`src/rtl/ks_pkg.sv`:
```
// Shared constants for the Kogge-Stone final stage: operand width, the
// layout of a stored result entry {sum, cout, ovf, zero}, and the skid
// buffer occupancy encoding.
package ks_pkg;

  localparam int KS_WIDTH   = 32;
  localparam int KS_ENTRY_W = KS_WIDTH + 3;

  // Bit offsets inside a stored entry (zero flag is the LSB).
  localparam int KS_OFF_ZERO = 0;
  localparam int KS_OFF_OVF  = 1;
  localparam int KS_OFF_COUT = 2;
  localparam int KS_OFF_SUM  = 3;

  typedef enum logic [1:0] {
    SKID_EMPTY = 2'd0,
    SKID_ONE   = 2'd1,
    SKID_FULL  = 2'd2
  } skid_state_e;

endpackage

```
`src/rtl/ks_sum_if.sv`:
```
// Handshake + data bundle between the last prefix stage, ks_sum and its
// consumer. slave = ks_sum's view, master = the environment driving it.
// Signals: i_valid/o_ready/i_c0/i_pk/i_gk upstream, o_valid/i_ready and
// o_sum/o_cout/o_ovf/o_zero downstream.
interface ks_sum_if
  import ks_pkg::*;
#(
  parameter int WIDTH = KS_WIDTH
);

  logic             i_valid;
  logic             o_ready;
  logic             i_c0;
  logic [WIDTH-1:0] i_pk;
  logic [WIDTH-1:0] i_gk;
  logic             o_valid;
  logic             i_ready;
  logic [WIDTH-1:0] o_sum;
  logic             o_cout;
  logic             o_ovf;
  logic             o_zero;

  modport slave (
    input  i_valid, i_c0, i_pk, i_gk, i_ready,
    output o_ready, o_valid, o_sum, o_cout, o_ovf, o_zero
  );

  modport master (
    output i_valid, i_c0, i_pk, i_gk, i_ready,
    input  o_ready, o_valid, o_sum, o_cout, o_ovf, o_zero
  );

endinterface

```
`src/rtl/ks_skid.sv`:
```
// Generic 2-entry valid/ready skid buffer (main output register + skid).
// Latency: 1 cycle from accept to o_valid when main is free or draining.
// Backpressure: o_ready decodes registered occupancy only; drops when FULL.
// Ports: i_clk, i_rst_n (sync, active-low), i_valid/o_ready/i_dat upstream,
// o_valid/i_ready/o_dat downstream.
module ks_skid
  import ks_pkg::*;
#(
  parameter int W = KS_ENTRY_W
) (
  input  logic         i_clk,
  input  logic         i_rst_n,
  input  logic         i_valid,
  output logic         o_ready,
  input  logic [W-1:0] i_dat,
  output logic         o_valid,
  input  logic         i_ready,
  output logic [W-1:0] o_dat
);

  skid_state_e  state_q, state_d;
  logic [W-1:0] main_q, main_d;
  logic [W-1:0] skid_q, skid_d;
  logic         acc;
  logic         dlv;

  // Both handshake outputs are pure decodes of the state register, so
  // i_ready never reaches o_ready combinationally.
  assign o_valid = (state_q != SKID_EMPTY);
  assign o_ready = (state_q != SKID_FULL);
  assign o_dat   = main_q;

  assign acc = i_valid & o_ready;
  assign dlv = o_valid & i_ready;

  always_ff @(posedge i_clk) begin
    if (!i_rst_n) begin
      state_q <= SKID_EMPTY;
      main_q  <= '0;
      skid_q  <= '0;
    end else begin
      state_q <= state_d;
      main_q  <= main_d;
      skid_q  <= skid_d;
    end
  end

  always_comb begin
    state_d = state_q;
    main_d  = main_q;
    skid_d  = skid_q;
    case (state_q)
      SKID_EMPTY: begin
        if (acc) begin
          main_d  = i_dat;
          state_d = SKID_ONE;
        end
      end
      SKID_ONE: begin
        if (acc && dlv) begin
          main_d = i_dat;
        end else if (acc) begin
          // main is stalled: park the newcomer behind it
          skid_d  = i_dat;
          state_d = SKID_FULL;
        end else if (dlv) begin
          state_d = SKID_EMPTY;
        end
      end
      SKID_FULL: begin
        if (dlv) begin
          main_d  = skid_q;
          state_d = SKID_ONE;
        end
      end
      default: begin
        state_d = SKID_EMPTY;
      end
    endcase
  end

endmodule

```
`src/rtl/ks_sum.sv`:
```
// Kogge-Stone final stage: sum/cout/ovf/zero from propagate + group carries.
// Latency: 1 cycle from accept to o_valid (through ks_skid).
// Backpressure: 2-entry skid; o_ready falls only when both entries are held.
// Ports: i_clk, i_rst_n (sync, active-low), bus (ks_sum_if.slave) carrying
// the prefix-stage inputs, handshake and registered result/flags.
module ks_sum
  import ks_pkg::*;
#(
  parameter int WIDTH = KS_WIDTH
) (
  input  logic     i_clk,
  input  logic     i_rst_n,
  ks_sum_if.slave  bus
);

  localparam int ENTRY_W = WIDTH + (KS_ENTRY_W - KS_WIDTH);

  logic [WIDTH-1:0]   sum;
  logic               cout;
  logic               ovf;
  logic               zero;
  logic [ENTRY_W-1:0] entry_in;
  logic [ENTRY_W-1:0] entry_out;

  // Bit k sums with the carry into k: c0 for bit 0, gk[k-1] above.
  assign sum  = bus.i_pk ^ {bus.i_gk[WIDTH-2:0], bus.i_c0};
  assign cout = bus.i_gk[WIDTH-1];
  // Signed overflow: carry into MSB differs from carry out of MSB.
  assign ovf  = bus.i_gk[WIDTH-1] ^ bus.i_gk[WIDTH-2];
  assign zero = ~|sum;

  always_comb begin
    entry_in                          = '0;
    entry_in[KS_OFF_SUM +: WIDTH]     = sum;
    entry_in[KS_OFF_COUT]             = cout;
    entry_in[KS_OFF_OVF]              = ovf;
    entry_in[KS_OFF_ZERO]             = zero;
  end

  ks_skid #(
    .W (ENTRY_W)
  ) u_skid (
    .i_clk   (i_clk),
    .i_rst_n (i_rst_n),
    .i_valid (bus.i_valid),
    .o_ready (bus.o_ready),
    .i_dat   (entry_in),
    .o_valid (bus.o_valid),
    .i_ready (bus.i_ready),
    .o_dat   (entry_out)
  );

  assign bus.o_sum  = entry_out[KS_OFF_SUM +: WIDTH];
  assign bus.o_cout = entry_out[KS_OFF_COUT];
  assign bus.o_ovf  = entry_out[KS_OFF_OVF];
  assign bus.o_zero = entry_out[KS_OFF_ZERO];

endmodule

```
`src/flat_wrapper.sv`:
```
// flat-port wrapper written by rule: the top's interface ports become plain ports
module ks_sum_flat import ks_pkg::*;
#(
  parameter int WIDTH = KS_WIDTH
)
  (i_clk, i_rst_n, bus_i_valid, bus_i_c0, bus_i_pk, bus_i_gk, bus_i_ready, bus_o_ready, bus_o_valid, bus_o_sum, bus_o_cout, bus_o_ovf, bus_o_zero);
  ks_sum_if #(.WIDTH(WIDTH)) bus_i ();
  input  logic i_clk;
  input  logic i_rst_n;
  input wire logic [$bits(bus_i.i_valid)-1:0] bus_i_valid;
  input wire logic [$bits(bus_i.i_c0)-1:0] bus_i_c0;
  input wire logic [$bits(bus_i.i_pk)-1:0] bus_i_pk;
  input wire logic [$bits(bus_i.i_gk)-1:0] bus_i_gk;
  input wire logic [$bits(bus_i.i_ready)-1:0] bus_i_ready;
  output wire logic [$bits(bus_i.o_ready)-1:0] bus_o_ready;
  output wire logic [$bits(bus_i.o_valid)-1:0] bus_o_valid;
  output wire logic [$bits(bus_i.o_sum)-1:0] bus_o_sum;
  output wire logic [$bits(bus_i.o_cout)-1:0] bus_o_cout;
  output wire logic [$bits(bus_i.o_ovf)-1:0] bus_o_ovf;
  output wire logic [$bits(bus_i.o_zero)-1:0] bus_o_zero;
  assign bus_i.i_valid = bus_i_valid;
  assign bus_i.i_c0 = bus_i_c0;
  assign bus_i.i_pk = bus_i_pk;
  assign bus_i.i_gk = bus_i_gk;
  assign bus_i.i_ready = bus_i_ready;
  assign bus_o_ready = bus_i.o_ready;
  assign bus_o_valid = bus_i.o_valid;
  assign bus_o_sum = bus_i.o_sum;
  assign bus_o_cout = bus_i.o_cout;
  assign bus_o_ovf = bus_i.o_ovf;
  assign bus_o_zero = bus_i.o_zero;
  ks_sum #(.WIDTH(WIDTH)) u_core (.i_clk(i_clk), .i_rst_n(i_rst_n), .bus(bus_i));
endmodule
```
`config.mk`:
```
export PLATFORM = sky130hd
export DESIGN_NAME = ks_sum_flat
export DESIGN_NICKNAME = d
export VERILOG_FILES = /design/src/rtl/ks_pkg.sv /design/src/rtl/ks_sum_if.sv /design/src/rtl/ks_skid.sv /design/src/rtl/ks_sum.sv /design/src/flat_wrapper.sv
export SDC_FILE = /design/constraint.sdc
export NUM_CORES = 1
export LEC_CHECK = 0
export CORE_MARGIN = 3
export CORE_UTILIZATION = 40
export DETAILED_ROUTE_END_ITERATION = 12
export PLACE_DENSITY_LB_ADDON = 0.12
export SKIP_CTS_REPAIR_TIMING = 1
export SLEW_MARGIN = 10
export SYNTH_ARGS = -nofsm -noshare
export SYNTH_HDL_FRONTEND = slang
export SYNTH_SLANG_ARGS = --single-unit
```
`constraint.sdc`:
```
create_clock -name i_clk -period 2 [get_ports i_clk]
set_clock_uncertainty 0.2 [all_clocks]
set_input_delay 0.2 -clock i_clk [delete_from_list [all_inputs] [get_ports i_clk]]
set_output_delay 0.2 -clock i_clk [all_outputs]
set_load 0.01 [all_outputs]
```
==> out/metrics.yaml, run 1 <==
status: "finished clean"
drv_slew: 0
first_global_vias: 2888
tightest_slew_ns: 0.405
wl_per_cell_microns: 14.4
gp_congestion: 0.748
drt_iter0_drc: 84
period_share: 0.971
synth-warning-count: 0
htreeDepth: 3
synth_seq_cells: 72
overflow: 0
dp_cells: 581
switching_share: 0.249
p_total_mw: 3.79
worstPathArrival_ns: 1.54
cts_num_sinks: 72
drc: 0
critPathCaptureType: "output port"
dieHeight_microns: 97.2
final_cell_count_no_fill: 597
io-pin-count: 106
fmax_mhz: 515
reg2regPathDepth: 7
grt_max_degree: 42
dr.pass1.iters: 4
n_antenna_cell: 0
power_density_nw_per_um2: 766
root_buffer: "clkbuf_8"
synth.avg_cell_area_sq_um: 8.84
grtUsageTotal: 0.181
min_to: "u_core.u_skid.skid_q[7]"
n_fill_cell: 701
hold_start: "i_rst_n"
via_count: 3061
p_leak_nw: 2.23
clk_path_buf_depth: 2
die_x_microns: 97.2
worstPathMaxFanout: 8
nNetsFinal: 559
drv_cap: 0
dieArea_sq_um: 9440
core_sq_um: 7890
start_util: 0.422
final-setup-viol-count: 0
slew_headroom: 0.730
wl_microns: 8600
critPathKind: "flop to output port"
regToRegSetupSlack_ns: 0.21
yosysUniqueCellTypes: 28
grt_pass1_wl_microns: 13900
internal_power_mw: 2.85
utilization: 0.628
power_frac_seq: 0.416
hpwl_microns: 6330
vdd_drop_max_uv: 401
postSynthCellCount: 376
power_frac_clock: 0.375
hold_viol_final: 0
rr_startpoint: "u_core.u_skid.state_q[1]"
start_kind: "flop"
cts_tree: "yes"
ant_nets: 0
mappedNetlistArea_sq_um: 3330
area_growth_pct: 49.0
antenna_found_initial: 1
via_per_inst: 5.13
num_rows: 32
syn_nets: 445
clk_pin_slew_ns: 0.08
finalCriticalPeriod_ns: 1.94
clkLatencyLatePin_ns: 0.34
whs_path_depth: 2
p_switching_mw: 0.943
required_ns: 1.60
r2r_end: "u_core.u_skid.o_dat[26]"
yosysSeqAreaShare: 0.433
combPwrFrac: 0.209
drive_gt1_frac: 0.105
portBuffers: 105
cts_buffers: 9
hold_path_class: "input pin to flop"
## final cells by class
| cell class | instances | area, sq um | area share |
|---|---|---|---|
| multi-input combinational | 273 | 1760 | 0.356 |
| clock inverter | 5 | 104 | 0.0210 |
| sequential | 72 | 1440 | 0.291 |
| timing repair buffer | 134 | 1380 | 0.278 |
| tap | 102 | 128 | 0.0258 |
| clock buffer | 11 | 141 | 0.0285 |
## cells in the mapped netlist
library cell / count / share of area
o21ai_0: 1 / 0.0015
nor2_1: 39 / 0.044
o22ai_1: 1 / 0.0019
dfxtp_1: 72 / 0.43
and2_1: 2 / 0.0038
buf_4: 1 / 0.0023
nor3_1: 2 / 0.0030
buf_2: 18 / 0.027
nand3_1: 1 / 0.0015
nand2_1: 37 / 0.042
a21boi_1: 1 / 0.0023
nand2b_1: 2 / 0.0038
or2_2: 1 / 0.0019
xnor2_1: 33 / 0.087
a31o_2: 2 / 0.0053
a211oi_1: 33 / 0.074
and3b_1: 1 / 0.0026
clkbuf_1: 12 / 0.014
nor2b_2: 1 / 0.0026
nand4_1: 7 / 0.013
a21oi_1: 35 / 0.053
o211a_1: 33 / 0.099
and3_1: 1 / 0.0019
o21a_1: 1 / 0.0023
nor2b_1: 35 / 0.066
nand4b_1: 1 / 0.0026
a21oi_2: 1 / 0.0026
mux2i_1: 2 / 0.0060
## stage by stage
stage / setup WS [ns] / setup TNS, ns / cell area (sq um) / hold slack, ns
2_1_floorplan: 0.454 / 0 / 3330 / 0.169
3_3_place_gp: 0.0262 / 0 / 4700 / 0.279
3_5_place_dp: -0.0414 / -0.104 / 4700 / 0.286
4_1_cts: -0.0286 / -0.0286 / 4950 / 0.0626
5_1_grt: -0.000173 / -0.000173 / 4950 / 0.0965
6_report: 0.0585 / 0 / 4950 / 0.0881
## flip-flops by register name, summed over array words and instances, names as in the netlist
register / count
u_core.u_skid.skid_q: 35
u_core.u_skid.state_q: 2
u_core.u_skid.o_dat: 35
## placed cells by master, fill, tap and decap left out, drive strengths merged, types with 30 or more instances in the layout
master	count
a211oi	33
clkdlybuf4s50	104
nor2b	36
xnor2	33
dfxtp	72
nor2	39
o211a	33
nand2	37
buf	30
a21oi	36
## logic make-up (layout without fill, tap and decap cells)
group                  Yosys count  after routing  synth area share
AO/OA/AOI/OAI                  108            108             0.242
XOR/XNOR                        33             33            0.0869
buffers and inverters           31            150            0.0429
flip-flops                      72             72             0.433
multiplexers                     2              2           0.00602
AND/OR/NAND/NOR                130            130             0.188
## worst max-delay path by stage
stage	start	endpoint	slack [ns]	cells after the start
detailed placement	bus_i_ready	u_core.u_skid.o_dat[25]	-0.04	8
CTS	u_core.u_skid.state_q[0]	bus_o_ready	-0.03	2
finish	u_core.u_skid.state_q[0]	bus_o_ready	0.06	2
global route	u_core.u_skid.state_q[1]	bus_o_valid	-0.0002	2
floorplan	u_core.u_skid.state_q[1]	u_core.u_skid.skid_q[15]	0.45	6
global placement	bus_i_ready	u_core.u_skid.o_dat[25]	0.03	8
## per-layer routing
metal	GRT usage	vias up	wire, microns
met5	0	-	16
met1	0.236	1423	3910
met4	0.0745	2	140
met3	0.0402	14	444
li1	-	1539	-
met2	0.289	83	4090
## power by group through the flow
stage               sequential [mW]  clock, mW  combinational, mW
detailed placement             1.61          0              0.797
CTS                            1.58       1.44              0.800
finish                         1.58       1.42              0.793
global placement               1.61          0              0.786
global route                   1.59       1.49              0.859
floorplan                      1.63          0              0.330
## critical path, stage by stage, from the launching register on
cell and delay (ns):
dfxtp_1 0.40, nand2b_4 0.23, clkdlybuf4s50_1 0.57
(Power assumes the default switching activity.)
==> run 2: changes to the inputs <==
--- a/config.mk
+++ b/config.mk
@@ -5,6 +5,7 @@
 export SDC_FILE = /design/constraint.sdc
 export NUM_CORES = 1
 export LEC_CHECK = 0
+export CORE_ASPECT_RATIO = 1.2
 export CORE_MARGIN = 3
 export CORE_UTILIZATION = 40
 export DETAILED_ROUTE_END_ITERATION = 12
==> run 2 against run 1 <==
Against the previous run: worst hold slack improved by 0.073 ns; non-clock buffer count unchanged; fmax increased by 0.83%; power decreased by 3.1%; register-to-register slack improved by 0.09 ns; setup slack improved by 0.016 ns; combinational power decreased by 3.3%; sequential power about the same.
==> out/metrics.yaml, run 2 (synthesized netlist as in run 1, its figures left out) <==
first_global_vias: 2867
cts_tree: "yes"
p_leak_nw: 2.20
htreeDepth: 3
setup_tns_ns: 0
dr.pass1.iters: 4
cts_num_sinks: 72
worstPathCellList: "nand2b_2 -> clkdlybuf4s50_1"
dieArea_sq_um: 9450
grt_pass1_wl_microns: 14000
root_buffer: "clkbuf_8"
layout_commonest_cell: "clkdlybuf4s50_1"
critPathKind: "flop to output port"
grtUsageTotal: 0.186
grt_max_degree: 57
drc: 0
drt_iter0_drc: 121
required_ns: 1.60
power_density_nw_per_um2: 753
via_count: 3044
wl_microns: 8440
worstPathMaxFanout: 6
reg2regPathDepth: 6
io-pin-count: 106
area_growth_pct: 46.8
dp_slack_ns: -0.0181
n_fill_cell: 705
hpwl_microns: 6300
vdd_drop_max_uv: 381
antenna_found_initial: 0
hold_viol_final: 0
status: "finished clean"
start_kind: "flop"
placed_area_sq_um: 4640
ant_nets: 0
num_rows: 35
most-common-layout-cells: "clkdlybuf4s50_1 (104), dfxtp_1 (72), nor2_1 (39)"
whs_path_depth: 2
finalCriticalPeriod_ns: 1.93
portBuffers: 105
drive_gt1_frac: 0.107
tightest_slew_ns: 0.514
core_sq_um: 7880
nNetsFinal: 559
die_x_microns: 89.2
slowest_delay_ns: 0.56
clkLatencyLatePin_ns: 0.33
overflow: 0
via_per_inst: 5.19
clk_pin_slew_ns: 0.08
wl_per_cell_microns: 14.4
slew_headroom: 0.657
n_antenna_cell: 0
hold_path_class: "input pin to flop"
fmax_mhz: 519
fin_ws_ns: 0.0744
crit_slowest_cell: "clkdlybuf4s50_1"
dieHeight_microns: 106
worstPathArrival_ns: 1.53
regToRegSetupSlack_ns: 0.30
critPathCaptureType: "output port"
clk_path_buf_depth: 2
stdcell_area_sq_um: 4880
start_util: 0.422
cts_buffers: 9
rsz0062_at_grt: "false"
drv_slew: 0
period_share: 0.963
gp_congestion: 0.784
drv_cap: 0
final-setup-viol-count: 0
-- run 2: cell count changes in the layout (fill, tap and decap cells not counted), sizes merged --
cell      before  now
bufinv         3    2
clkbuf        11   12
clkinv         2    0
clkinvlp       0    2
-- run 2: final cells by class --
cell class,instances,area (sq um),share of cell area
multi-input cells,273,1760,0.360
clock inverters,4,75.1,0.0154
clock buffers,12,165,0.0338
repair buffers,134,1330,0.272
flip-flops and latches,72,1440,0.295
well taps,92,115,0.0236
-- run 2: per-stage QoR --
stage / utilization / instances / total power, mW / hold slack [ns]
after floorplan: - / 376 / 1.96 / 0.169
after global routing: 0.619 / 587 / 3.85 / 0.169
after detailed placement: 0.589 / 571 / 2.38 / 0.286
final: 0.619 / 587 / 3.68 / 0.161
after global placement: 0.589 / 571 / 2.37 / 0.279
after CTS: 0.619 / 587 / 3.72 / 0.150
-- run 2: final timing paths --
| check | start | to |
|---|---|---|
| setup / recovery | u_core.u_skid.state_q[0] | bus_o_ready |
| hold reg to reg | u_core.u_skid.skid_q[16] | u_core.u_skid.skid_q[16] |
| setup reg to reg | u_core.u_skid.state_q[0] | u_core.u_skid.o_dat[15] |
| hold / removal | i_rst_n | u_core.u_skid.state_q[1] |
-- run 2: critical path, delay by kind of cell, from the launching register on --
kind / cells / cell delay (ns)
DFF: 1 / 0.42
and+or+nand+nor: 1 / 0.22
buffers and inverters: 1 / 0.56
-- run 2: report_power, final --
group / switching, mW / leakage (nW) / internal (mW)
Sequential: 0.0544 / 0.589 / 1.53
Clock: 0.525 / 0.115 / 0.805
Combinational: 0.326 / 1.49 / 0.441
Total: 0.905 / 2.20 / 2.77
-- run 2: routing by layer --
metal / track usage / vias to the layer above / share of wire / wire, microns
met2: 0.306 / 79 / 0.51 / 4320
met5: 0 / - / 0 / 0
met4: 0.0574 / 0 / 0.0052 / 44
met3: 0.0375 / 4 / 0.050 / 423
li1: - / 1543 / - / -
met1: 0.240 / 1418 / 0.43 / 3640
==> run 3: changes to the inputs <==
--- a/config.mk
+++ b/config.mk
@@ -5,12 +5,12 @@
 export SDC_FILE = /design/constraint.sdc
 export NUM_CORES = 1
 export LEC_CHECK = 0
+export ABC_AREA = 1
 export CORE_ASPECT_RATIO = 1.2
 export CORE_MARGIN = 3
 export CORE_UTILIZATION = 40
 export DETAILED_ROUTE_END_ITERATION = 12
 export PLACE_DENSITY_LB_ADDON = 0.12
-export SKIP_CTS_REPAIR_TIMING = 1
 export SLEW_MARGIN = 10
 export SYNTH_ARGS = -nofsm -noshare
 export SYNTH_HDL_FRONTEND = slang
==> run 3 against run 2 <==
Against the previous run: clock power fell by 9.8%; final cell count up 21%; utilization fell by 3.6 points; clock-buffer cell count unchanged; flip-flop and latch count unchanged; design area down 2.1%; area after synthesis increased by 2.0%; register-to-register slack better by 0.08 ns; critical endpoint unchanged.
==> out/metrics.yaml, run 3 <==
status: "finished clean"
via_count: 3445
fmax_mhz: 541
rsz0062_at_grt: "false"
vdd_drop_max_uv: 313
grt_pass1_wl_microns: 14600
cts_hold_buf: 0
die_x_microns: 90.1
cts_tree: "yes"
first_global_vias: 3368
grtUsageTotal: 0.183
drc: 0
rr_startpoint: "u_core.u_skid.state_q[1]"
postSynthCellCount: 495
gp_congestion: 0.769
synth_top_area_cell: "dfxtp_1"
syn_nets: 564
clk_pin_slew_ns: 0.08
synth_area_leaders: "dfxtp_1 (43%), nand2_1 (14%), o21ai_1 (9.2%), inv_1 (5.9%), a21oi_1 (5.3%)"
synth.avg_cell_area_sq_um: 6.85
drive_gt1_frac: 0.0584
num_rows: 36
clkLatencyLatePin_ns: 0.34
synth-warning-count: 0
power_density_nw_per_um2: 763
p_total_mw: 3.65
overflow: 0
hold_path_class: "input pin to flop"
finalCriticalPeriod_ns: 1.85
cts_num_sinks: 72
crit_end: "bus_o_ready"
drt_iter0_drc: 140
final_cell_count_no_fill: 713
fin_hold_ws_ns: 0.155
cts_buffers: 9
hpwl_microns: 5960
drv_cap: 0
start_util: 0.414
via_per_inst: 4.83
area_growth_pct: 41.0
clk_path_buf_depth: 2
io-pin-count: 106
hold_viol_final: 0
setup_tns_ns: 0
slew_headroom: 0.735
grt_max_degree: 72
yosysUniqueCellTypes: 18
p_leak_nw: 2.11
ctsResizeCount: 0
start_kind: "flop"
synth_top_area_frac: 0.425
htreeDepth: 3
dp_cells: 698
most-common-layout-cells: "nand2_1 (127), clkdlybuf4s50_1 (104), dfxtp_1 (72)"
nNetsFinal: 664
worstPathArrival_ns: 1.45
synth_seq_cells: 72
period_share: 0.925
mappedNetlistArea_sq_um: 3390
yosys-top-cells-count: "nand2_1 (127), dfxtp_1 (72), o21ai_1 (62), inv_1 (53), a21oi_1 (36)"
root_buffer: "clkbuf_8"
dieArea_sq_um: 9620
final-setup-viol-count: 0
core_sq_um: 8200
drv_slew: 0
dr.pass1.iters: 4
yosysSeqAreaShare: 0.425
n_antenna_cell: 0
wl_microns: 8630
synth-edff-count: 0
portBuffers: 105
synthMostInstantiatedCell: "nand2_1"
antenna_found_initial: 0
dieHeight_microns: 107
postCtsSetupBuffers: 0
r2r_end: "u_core.u_skid.o_dat[6]"
critPathKind: "flop to output port"
crit_start: "u_core.u_skid.state_q[1]"
regToRegSetupSlack_ns: 0.38
worstPathMaxFanout: 4
required_ns: 1.60
tightest_slew_ns: 0.395
reg2regPathDepth: 6
ys.flop_type: "dfxtp_1"
layout_commonest_cell: "nand2_1"
ant_nets: 0
wl_per_cell_microns: 12.1
async_flop_share: 0
critPathCaptureType: "output port"
[run 3: cell count changes after synthesis, sizes merged, moves of 28 or more]
cell / previous run / this run
nand2: 37 / 127
o21ai: 1 / 71
inv: 0 / 58
nor2b: 36 / 0
o211a: 33 / 0
a31oi: 0 / 28
[run 3: cells by family after synthesis]
| family | after synthesis | share of synthesized area |
|---|---|---|
| simple gates | 187 | 0.221 |
| xor+xnor | 8 | 0.0207 |
| compound gates | 143 | 0.228 |
| buf+inv | 85 | 0.104 |
| flops | 72 | 0.425 |
[run 3: worst min path at each step]
| stage | depth (start not counted) | start | endpoint |
|---|---|---|---|
| floorplan | 2 | i_rst_n | u_core.u_skid.state_q[1] |
| CTS | 4 | i_rst_n | u_core.u_skid.skid_q[1] |
| detailed placement | 2 | u_core.u_skid.skid_q[5] | u_core.u_skid.o_dat[5] |
| global placement | 2 | u_core.u_skid.skid_q[29] | u_core.u_skid.o_dat[29] |
| global route | 4 | i_rst_n | u_core.u_skid.skid_q[2] |
| finish | 4 | i_rst_n | u_core.u_skid.o_dat[5] |
[run 3: critical path, stage by stage (launching register included)]
cell and delay [ns]:
dfxtp_1 0.37, inv_2 0.07, nor2_4 0.14, inv_2 0.05, clkdlybuf4s50_1 0.48
[run 3: area by class of cell]
class | instances | area [sq um]
multi-input cells | 338 | 1600
fillers | 814 | 3420
clock buffers | 12 | 165
inverters | 58 | 218
clock inverters | 3 | 40.0
well taps | 114 | 143
repair buffers | 116 | 1180
flip-flops and latches | 72 | 1440
[run 3: through the flow]
stage                      util  cell area [sq um]  setup WS [ns]
after global placement    0.558               4580          0.144
after floorplan               -               3390          0.557
final                     0.583               4780          0.150
after global routing      0.583               4780         0.0919
after CTS                 0.583               4780          0.131
after detailed placement  0.558               4580         0.0932
[run 3: power breakdown]
part | switching [mW] | internal, mW
logic | 0.388 | 0.437
registers | 0.0693 | 1.56
clock network | 0.527 | 0.668
total | 0.984 | 2.66
[run 3: layer usage]
metal / wire length [microns] / track usage / vias to the layer above
met4: 85 / 0.0733 / 0
met1: 3900 / 0.207 / 1528
met2: 4210 / 0.331 / 73
met5: 0 / 0 / -
li1: - / - / 1839
met3: 424 / 0.0442 / 5
